==> src/rtl/mem_port_arbiter_pkg.sv <==
// mem_port_arbiter_pkg: shared arbiter state, owner encodings and latency limits
package mem_port_arbiter_pkg;
  typedef enum logic [1:0] {ARB_IDLE, ARB_ISSUE, ARB_WAIT, ARB_COMPLETE} arb_state_t;
  typedef enum logic [1:0] {OWN_NONE = 2'b00, OWN_CPU = 2'b01, OWN_DMA = 2'b10} owner_t;
  localparam int MEM_LAT_MAX = 4;
  localparam int LAT_W = $clog2(MEM_LAT_MAX + 1);
endpackage

==> src/rtl/mem_port_arbiter_if.sv <==
// mem_port_arbiter_if: requester, memory and status signals of the shared memory port
interface mem_port_arbiter_if
  import mem_port_arbiter_pkg::*;
#(
  parameter int ADDR_W = 12,
  parameter int DATA_W = 12
);
  logic              cpu_req;
  logic              cpu_we;
  logic [ADDR_W-1:0] cpu_addr;
  logic [DATA_W-1:0] cpu_wdata;
  logic              cpu_gnt;
  logic              cpu_done;
  logic [DATA_W-1:0] cpu_rdata;
  logic              dma_req;
  logic              dma_we;
  logic [ADDR_W-1:0] dma_addr;
  logic [DATA_W-1:0] dma_wdata;
  logic              dma_gnt;
  logic              dma_done;
  logic [DATA_W-1:0] dma_rdata;
  logic [ADDR_W-1:0] mem_address;
  logic [DATA_W-1:0] mem_write_data;
  logic              mem_read_enable;
  logic              mem_write_enable;
  logic [DATA_W-1:0] mem_read_data;
  logic              busy;
  owner_t            owner;
  modport slave (
    input  cpu_req, cpu_we, cpu_addr, cpu_wdata,
    input  dma_req, dma_we, dma_addr, dma_wdata,
    input  mem_read_data,
    output cpu_gnt, cpu_done, cpu_rdata,
    output dma_gnt, dma_done, dma_rdata,
    output mem_address, mem_write_data, mem_read_enable, mem_write_enable,
    output busy, owner
  );
  modport master (
    output cpu_req, cpu_we, cpu_addr, cpu_wdata,
    output dma_req, dma_we, dma_addr, dma_wdata,
    output mem_read_data,
    input  cpu_gnt, cpu_done, cpu_rdata,
    input  dma_gnt, dma_done, dma_rdata,
    input  mem_address, mem_write_data, mem_read_enable, mem_write_enable,
    input  busy, owner
  );
endinterface

==> src/rtl/mem_port_arbiter_dma_streak_counter.sv <==
// dma_streak_counter: counts DMA grants won over a waiting CPU; only built with ARB_STARVE_GUARD_EN
`ifdef ARB_STARVE_GUARD_EN
module dma_streak_counter #(
  parameter int MAX_DMA_STREAK = 4
) (
  input  logic clock,
  input  logic reset,
  input  logic arb_i,
  input  logic cpu_req_i,
  input  logic cpu_win_i,
  input  logic dma_win_i,
  output logic at_max_o
);
  localparam int W = $clog2(MAX_DMA_STREAK + 1);
  logic [W-1:0] streak_q, streak_d;
  // clear when the CPU is served or not waiting; count DMA wins that made the CPU wait
  always_comb begin
    streak_d = (cpu_win_i || (arb_i && !cpu_req_i)) ? '0 :
               (dma_win_i && streak_q != W'(MAX_DMA_STREAK)) ? streak_q + 1'b1 : streak_q;
  end
  // streak register
  always_ff @(posedge clock or posedge reset) begin
    if (reset) streak_q <= '0;
    else       streak_q <= streak_d;
  end
  assign at_max_o = streak_q == W'(MAX_DMA_STREAK);
endmodule
`endif

==> src/rtl/mem_port_arbiter.sv <==
// mem_port_arbiter: shares the memory port between CPU and data break; ARB_STARVE_GUARD_EN enables the CPU starvation guard
module mem_port_arbiter
  import mem_port_arbiter_pkg::*;
#(
  parameter int ADDR_W         = 12,
  parameter int DATA_W         = 12,
  parameter int MEM_LAT        = 1,
  parameter int MAX_DMA_STREAK = 4
) (
  input logic               clock,
  input logic               reset,
  mem_port_arbiter_if.slave bus
);
  if (MEM_LAT < 1 || MEM_LAT > MEM_LAT_MAX || MAX_DMA_STREAK < 1) begin : g_bad_param
    $error("mem_port_arbiter: illegal MEM_LAT or MAX_DMA_STREAK");
  end
  arb_state_t        state_q, state_d;
  owner_t            owner_q, owner_d;
  logic [LAT_W-1:0]  cnt_q, cnt_d;
  logic              we_q, we_d;
  logic [ADDR_W-1:0] addr_q, addr_d;
  logic [DATA_W-1:0] wdata_q, wdata_d;
  logic [DATA_W-1:0] cpu_rdata_q, cpu_rdata_d;
  logic [DATA_W-1:0] dma_rdata_q, dma_rdata_d;
  logic              cpu_gnt_q, cpu_gnt_d;
  logic              dma_gnt_q, dma_gnt_d;
  logic              cpu_done_q, cpu_done_d;
  logic              dma_done_q, dma_done_d;
  logic              re_q, re_d;
  logic              wre_q, wre_d;
  logic              busy_q, busy_d;
  logic              arb, cpu_win, dma_win, guard_hit;
  assign arb     = state_q == ARB_IDLE || state_q == ARB_COMPLETE;
  assign cpu_win = arb && bus.cpu_req && (!bus.dma_req || guard_hit);
  assign dma_win = arb && bus.dma_req && !cpu_win;
`ifdef ARB_STARVE_GUARD_EN
  dma_streak_counter #(.MAX_DMA_STREAK(MAX_DMA_STREAK)) u_streak (
    .clock     (clock),
    .reset     (reset),
    .arb_i     (arb),
    .cpu_req_i (bus.cpu_req),
    .cpu_win_i (cpu_win),
    .dma_win_i (dma_win),
    .at_max_o  (guard_hit)
  );
`else
  assign guard_hit = 1'b0;
`endif
  // next state: arbitrate in IDLE/COMPLETE, strobe in ISSUE, count latency in WAIT
  always_comb begin
    state_d     = state_q;
    owner_d     = owner_q;
    cnt_d       = cnt_q;
    we_d        = we_q;
    addr_d      = addr_q;
    wdata_d     = wdata_q;
    cpu_rdata_d = cpu_rdata_q;
    dma_rdata_d = dma_rdata_q;
    cpu_gnt_d   = 1'b0;
    dma_gnt_d   = 1'b0;
    cpu_done_d  = 1'b0;
    dma_done_d  = 1'b0;
    re_d        = 1'b0;
    wre_d       = 1'b0;
    if (arb) begin
      state_d = (cpu_win || dma_win) ? ARB_ISSUE : ARB_IDLE;
      owner_d = cpu_win ? OWN_CPU : dma_win ? OWN_DMA : OWN_NONE;
      if (cpu_win || dma_win) begin
        we_d      = cpu_win ? bus.cpu_we : bus.dma_we;
        addr_d    = cpu_win ? bus.cpu_addr : bus.dma_addr;
        wdata_d   = cpu_win ? bus.cpu_wdata : bus.dma_wdata;
        cpu_gnt_d = cpu_win;
        dma_gnt_d = dma_win;
        re_d      = !we_d;
        wre_d     = we_d;
      end
    end else if (state_q == ARB_ISSUE) begin
      state_d = ARB_WAIT;
      cnt_d   = LAT_W'(MEM_LAT - 1);
    end else if (cnt_q == '0) begin
      state_d     = ARB_COMPLETE;
      cpu_done_d  = owner_q == OWN_CPU;
      dma_done_d  = owner_q == OWN_DMA;
      cpu_rdata_d = (owner_q == OWN_CPU && !we_q) ? bus.mem_read_data : cpu_rdata_q;
      dma_rdata_d = (owner_q == OWN_DMA && !we_q) ? bus.mem_read_data : dma_rdata_q;
    end else begin
      cnt_d = cnt_q - 1'b1;
    end
    busy_d = state_d != ARB_IDLE;
  end
  // state and registered outputs; reset abandons any access in flight
  always_ff @(posedge clock or posedge reset) begin
    if (reset) begin
      state_q     <= ARB_IDLE;
      owner_q     <= OWN_NONE;
      cnt_q       <= '0;
      we_q        <= 1'b0;
      addr_q      <= '0;
      wdata_q     <= '0;
      cpu_rdata_q <= '0;
      dma_rdata_q <= '0;
      cpu_gnt_q   <= 1'b0;
      dma_gnt_q   <= 1'b0;
      cpu_done_q  <= 1'b0;
      dma_done_q  <= 1'b0;
      re_q        <= 1'b0;
      wre_q       <= 1'b0;
      busy_q      <= 1'b0;
    end else begin
      state_q     <= state_d;
      owner_q     <= owner_d;
      cnt_q       <= cnt_d;
      we_q        <= we_d;
      addr_q      <= addr_d;
      wdata_q     <= wdata_d;
      cpu_rdata_q <= cpu_rdata_d;
      dma_rdata_q <= dma_rdata_d;
      cpu_gnt_q   <= cpu_gnt_d;
      dma_gnt_q   <= dma_gnt_d;
      cpu_done_q  <= cpu_done_d;
      dma_done_q  <= dma_done_d;
      re_q        <= re_d;
      wre_q       <= wre_d;
      busy_q      <= busy_d;
    end
  end
  assign bus.cpu_gnt          = cpu_gnt_q;
  assign bus.cpu_done         = cpu_done_q;
  assign bus.cpu_rdata        = cpu_rdata_q;
  assign bus.dma_gnt          = dma_gnt_q;
  assign bus.dma_done         = dma_done_q;
  assign bus.dma_rdata        = dma_rdata_q;
  assign bus.mem_address      = addr_q;
  assign bus.mem_write_data   = wdata_q;
  assign bus.mem_read_enable  = re_q;
  assign bus.mem_write_enable = wre_q;
  assign bus.busy             = busy_q;
  assign bus.owner            = owner_q;
endmodule

==> src/flat_wrapper.sv <==
// flat-port wrapper written by rule: the top's interface ports become plain ports
module mem_port_arbiter_flat import mem_port_arbiter_pkg::*;
#(
  parameter int ADDR_W         = 12,
  parameter int DATA_W         = 12,
  parameter int MEM_LAT        = 1,
  parameter int MAX_DMA_STREAK = 4
)
  (clock, reset, bus_cpu_req, bus_cpu_we, bus_cpu_addr, bus_cpu_wdata, bus_dma_req, bus_dma_we, bus_dma_addr, bus_dma_wdata, bus_mem_read_data, bus_cpu_gnt, bus_cpu_done, bus_cpu_rdata, bus_dma_gnt, bus_dma_done, bus_dma_rdata, bus_mem_address, bus_mem_write_data, bus_mem_read_enable, bus_mem_write_enable, bus_busy, bus_owner);
  mem_port_arbiter_if #(.ADDR_W(ADDR_W), .DATA_W(DATA_W)) bus_i ();
  input logic clock;
  input logic reset;
  input wire logic [$bits(bus_i.cpu_req)-1:0] bus_cpu_req;
  input wire logic [$bits(bus_i.cpu_we)-1:0] bus_cpu_we;
  input wire logic [$bits(bus_i.cpu_addr)-1:0] bus_cpu_addr;
  input wire logic [$bits(bus_i.cpu_wdata)-1:0] bus_cpu_wdata;
  input wire logic [$bits(bus_i.dma_req)-1:0] bus_dma_req;
  input wire logic [$bits(bus_i.dma_we)-1:0] bus_dma_we;
  input wire logic [$bits(bus_i.dma_addr)-1:0] bus_dma_addr;
  input wire logic [$bits(bus_i.dma_wdata)-1:0] bus_dma_wdata;
  input wire logic [$bits(bus_i.mem_read_data)-1:0] bus_mem_read_data;
  output wire logic [$bits(bus_i.cpu_gnt)-1:0] bus_cpu_gnt;
  output wire logic [$bits(bus_i.cpu_done)-1:0] bus_cpu_done;
  output wire logic [$bits(bus_i.cpu_rdata)-1:0] bus_cpu_rdata;
  output wire logic [$bits(bus_i.dma_gnt)-1:0] bus_dma_gnt;
  output wire logic [$bits(bus_i.dma_done)-1:0] bus_dma_done;
  output wire logic [$bits(bus_i.dma_rdata)-1:0] bus_dma_rdata;
  output wire logic [$bits(bus_i.mem_address)-1:0] bus_mem_address;
  output wire logic [$bits(bus_i.mem_write_data)-1:0] bus_mem_write_data;
  output wire logic [$bits(bus_i.mem_read_enable)-1:0] bus_mem_read_enable;
  output wire logic [$bits(bus_i.mem_write_enable)-1:0] bus_mem_write_enable;
  output wire logic [$bits(bus_i.busy)-1:0] bus_busy;
  output wire logic [$bits(bus_i.owner)-1:0] bus_owner;
  assign bus_i.cpu_req = bus_cpu_req;
  assign bus_i.cpu_we = bus_cpu_we;
  assign bus_i.cpu_addr = bus_cpu_addr;
  assign bus_i.cpu_wdata = bus_cpu_wdata;
  assign bus_i.dma_req = bus_dma_req;
  assign bus_i.dma_we = bus_dma_we;
  assign bus_i.dma_addr = bus_dma_addr;
  assign bus_i.dma_wdata = bus_dma_wdata;
  assign bus_i.mem_read_data = bus_mem_read_data;
  assign bus_cpu_gnt = bus_i.cpu_gnt;
  assign bus_cpu_done = bus_i.cpu_done;
  assign bus_cpu_rdata = bus_i.cpu_rdata;
  assign bus_dma_gnt = bus_i.dma_gnt;
  assign bus_dma_done = bus_i.dma_done;
  assign bus_dma_rdata = bus_i.dma_rdata;
  assign bus_mem_address = bus_i.mem_address;
  assign bus_mem_write_data = bus_i.mem_write_data;
  assign bus_mem_read_enable = bus_i.mem_read_enable;
  assign bus_mem_write_enable = bus_i.mem_write_enable;
  assign bus_busy = bus_i.busy;
  assign bus_owner = bus_i.owner;
  mem_port_arbiter #(.ADDR_W(ADDR_W), .DATA_W(DATA_W), .MEM_LAT(MEM_LAT), .MAX_DMA_STREAK(MAX_DMA_STREAK)) u_core (.clock(clock), .reset(reset), .bus(bus_i));
endmodule
==> config.mk <==
export PLATFORM = sky130hd
export DESIGN_NAME = mem_port_arbiter_flat
export DESIGN_NICKNAME = d
export VERILOG_FILES = /design/src/rtl/mem_port_arbiter_pkg.sv /design/src/rtl/mem_port_arbiter_if.sv /design/src/rtl/mem_port_arbiter_dma_streak_counter.sv /design/src/rtl/mem_port_arbiter.sv /design/src/flat_wrapper.sv
export SDC_FILE = /design/constraint.sdc
export NUM_CORES = 1
export LEC_CHECK = 0
export BUFFER_PORTS_ARGS = -buffer_cell sky130_fd_sc_hd__buf_2
export CAP_MARGIN = 0
export CORE_ASPECT_RATIO = 1.75
export CORE_MARGIN = 8
export CORE_UTILIZATION = 47
export CTS_CLUSTER_SIZE = 10
export DETAILED_ROUTE_END_ITERATION = 8
export PLACE_DENSITY = 0.8
export SLEW_MARGIN = 20
export SYNTH_ARGS = -nofsm -noshare
export SYNTH_HDL_FRONTEND = slang
export SYNTH_SLANG_ARGS = --single-unit
export TNS_END_PERCENT = 10
==> constraint.sdc <==
create_clock -name clock -period 2.6 [get_ports clock]
set_clock_uncertainty 0.2 [all_clocks]
set_input_delay 0.13 -clock clock [delete_from_list [all_inputs] [get_ports clock]]
set_output_delay 0.13 -clock clock [all_outputs]
set_load 0.02 [all_outputs]
==> summary.txt <==
Global routing
  – Tot GR Track Use: 20.5%
  – Largest net degree at the start of global routing: 35
  – Initial antenna violation count: 0
  – First-pass GRT wire length: 13400 µm
  – Grt ovf: 0
  – Vias in the first global route: 2675

Place
  – Gpl congestion: 0.791
  – I/O Buffers: 122
  – Place WS: 0.510 ns
  – Placed Area: 3400 µm²
  – Placed cells: 411
  – Post-DP HPWL: 5370 µm

Drt
  – Vias: 2507
  – Detail Route Antenna Nets: 0
  – Number of DRC markers in iteration 0: 142
  – DRC viols: 0
  – Vias per cell: 5.10
  – Drt first pass iters: 4
  – DRT Wirelength: 8770 µm
  – DR WL/cell: 17.8 µm

Worst setup path
  – Cells on worst reg2reg path: 5
  – Critical Path RT: 2.64 ns
  – CP Class: in2reg
  – Worst path slowest cell: dlygate4sd3_1
  – Crit path DAT: 2.39 ns
  – CP max FO: 12
  – Crit start category: input port
  – Cell breakdown of the critical path: dlygate4sd3_1 > buf_2 > nor2b_2 > buf_4 > a22oi_1 > dlygate4sd3_1 > o21ai_0
  – Crit end category: register
  – CP dominant cell by count: dlygate4sd3_1
  – Worst path max stage delay: 0.57 ns

Die
  – Die footprint: 8600 µm²
  – Ports: 123
  – Die width: 73.6 µm
  – FP Rows: 37
  – Area of the core: 5740 µm²
  – Initial core utilization: 47.6%
  – Die H: 117 µm

Timing
  – Final max-slew violation count: 0
  – WHS: 0.0282 ns
  – F_max: 425 MHz
  – Post-layout min period: 2.35 ns
  – RSZ-0062 raised after global routing: false
  – Final worst slack: 0.249 ns
  – Final setup viols: 0
  – Max-slew headroom: 30.2%
  – Setup TNS: 0 ns
  – Worst-Margin Slew: 1.05 ns
  – Final Hold Vio Count: 0
  – Period utilization: 90.4%

Finish
  – Fillers: 402
  – Post-route cell area: 4240 µm²
  – Area growth, synth to finish: 55.3%
  – Fin util: 73.8%
  – ANT cells: 0
  – Share of cells above drive strength 1: 42.3%
  – NumNets Final: 479
  – Layout Cells excl Fill: 492

Yosys
  – Number of synthesized flops with an enable pin: 0
  – Synth cell types: 28
  – Cell area after synthesis: 2730 µm²
  – Cells after synthesis: 220
  – Post-Syn Nets: 290
  – Post-synth ARST share: 100%
  – Flop and latch count out of synthesis: 63
  – Synth Area per Inst: 12.4 µm²
  – Ys flop type: dfrtp_1
  – Syn. warnings: 0
  – Sequential-to-total area share from yosys stat: 57.7%

CTS
  – Post-CTS setup buffer count: 0
  – Clock sinks: 63
  – CTS tree: yes
  – # H-tree levels: 3
  – Number of CTS-inserted buffers: 9
  – Clock transition at path regs: 0.06 ns
  – Max Root-Sink Buffers: 2
  – Clock latency at the later pin of the worst-skew pair: 0.33 ns
  – Root buf cell: clkbuf_8

Power
  – Leak: 2.18 nW
  – Overall Power: 4.81 mW
  – Max IR drop VDD: 0.593 mV
  – Pwr/cell area: 1130 nW/µm²

Status
  – Status: complete, no violations

Hold path
  – Hold depth: 4
  – Worst Hold Class: in2reg

Run
  – # Max-Cap Violations: 0
## registers in the layout (all words and copies together), names as in the netlist, 2 cells and up
name,flops
u_core.bus.owner,2
u_core.bus.cpu_rdata,12
u_core.state_q,2
u_core.cnt_q,3
u_core.bus.mem_write_data,12
u_core.bus.dma_rdata,12
u_core.bus.mem_address,12
## Yosys cell counts (all sizes together), types with 2 or more instances
cell	count	area share [%]
a22oi	21	5.8
and3b	3	0.96
nand3b	4	2.0
nor2	3	0.41
and2	2	0.46
nor3b	2	0.55
mux2i	2	0.73
inv	7	0.96
o22ai	2	0.46
mux2	25	13
o21ai	27	4.9
buf	10	2.3
ha	4	1.8
clkbuf	3	0.41
nand2	27	3.7
dfrtp	63	58
nand2b	2	0.46
a21oi	6	1.1
a21o	2	0.55
## worst max-delay path: cells and delay by family
kind                   cells  cell delay [ns]
buffers and inverters      4             1.57
AND/OR/NAND/NOR            1             0.43
AO/OA/AOI/OAI              2             0.25
## power breakdown
part	switching, mW	leakage (nW)	total [mW]	internal [mW]
registers	0.265	0.767	1.71	1.44
clock network	0.367	0.0960	0.806	0.439
logic	1.41	1.31	2.30	0.888
total	2.04	2.18	4.81	2.77
## final cells by class
class	instances	area, µm²	share of cell area, %
Inverter	7	30.0	0.708
Multi-Input combinational cell	137	1060	25.0
Timing Repair Buffer	190	1280	30.2
Clock inverter	6	61.3	1.45
Timing Repair inverter	1	5.00	0.118
Tap cell	78	97.6	2.30
Clock buffer	10	128	3.01
Sequential cell	63	1580	37.2
## cell families (layout without fill, tap and decap cells)
logic type	Yosys count	in the layout	share of synthesized area [%]
and+or+nand+nor	48	48	10.1
DFF	63	63	57.7
adders and majority gates	4	4	1.83
AOI/OAI and AO/OA	58	58	12.8
buffers and inverters	20	214	3.67
muxes	27	27	13.8
## worst paths after layout
path / from / end / slack [ns]
setup reg to reg: u_core.state_q[0]$_DFF_PP0_ / u_core.bus.mem_write_enable$_DFF_PP0_ / 0.28
hold / removal: bus_cpu_addr[10] / u_core.bus.mem_address[10]$_DFFE_PP0P_ / 0.03
setup / recovery: bus_cpu_req / u_core.bus.mem_address[3]$_DFFE_PP0P_ / 0.25
min in group asynchronous: reset / u_core.bus.mem_write_data[7]$_DFFE_PP0P_ / 0.26
hold reg to reg: u_core.bus.mem_write_data[2]$_DFFE_PP0P_ / u_core.bus.mem_write_data[2]$_DFFE_PP0P_ / 0.28
max in group asynchronous: reset / u_core.bus.cpu_rdata[2]$_DFFE_PP0P_ / 1.27
## metal layers
| metal | wire, µm | GRT usage, % |
|---|---|---|
| met1 | 3340 | 21.8 |
| met2 | 4620 | 35.7 |
| met3 | 617 | 6.48 |
| met4 | 199 | 9.26 |
| met5 | 0 | 0 |
## what timing repair did
action / CTS / global route
hold buffers: 64 / 0
endpoints found under the hold margin: 78 / 0
gates resized for setup: 0 / 1
endpoints found under the setup margin: 0 / 1
## cells in the final DEF (no fill, tap or decap), drive strengths merged, types with 2 or more instances in the layout
cell type / Yosys / final
nand2: 27 / 27
clkinv: 0 / 4
clkbuf: 3 / 10
buf: 10 / 126
dlygate4sd3: 0 / 64
and2: 2 / 2
a22oi: 21 / 21
nor3b: 2 / 2
o22ai: 2 / 2
mux2i: 2 / 2
clkinvlp: 0 / 3
and3b: 3 / 3
nor2: 3 / 3
ha: 4 / 4
a21oi: 6 / 6
o21ai: 27 / 27
a21o: 2 / 2
nand3b: 4 / 4
inv: 7 / 6
dfrtp: 63 / 63
nand2b: 2 / 2
mux2: 25 / 25
Power figures use the tool's default switching activity.
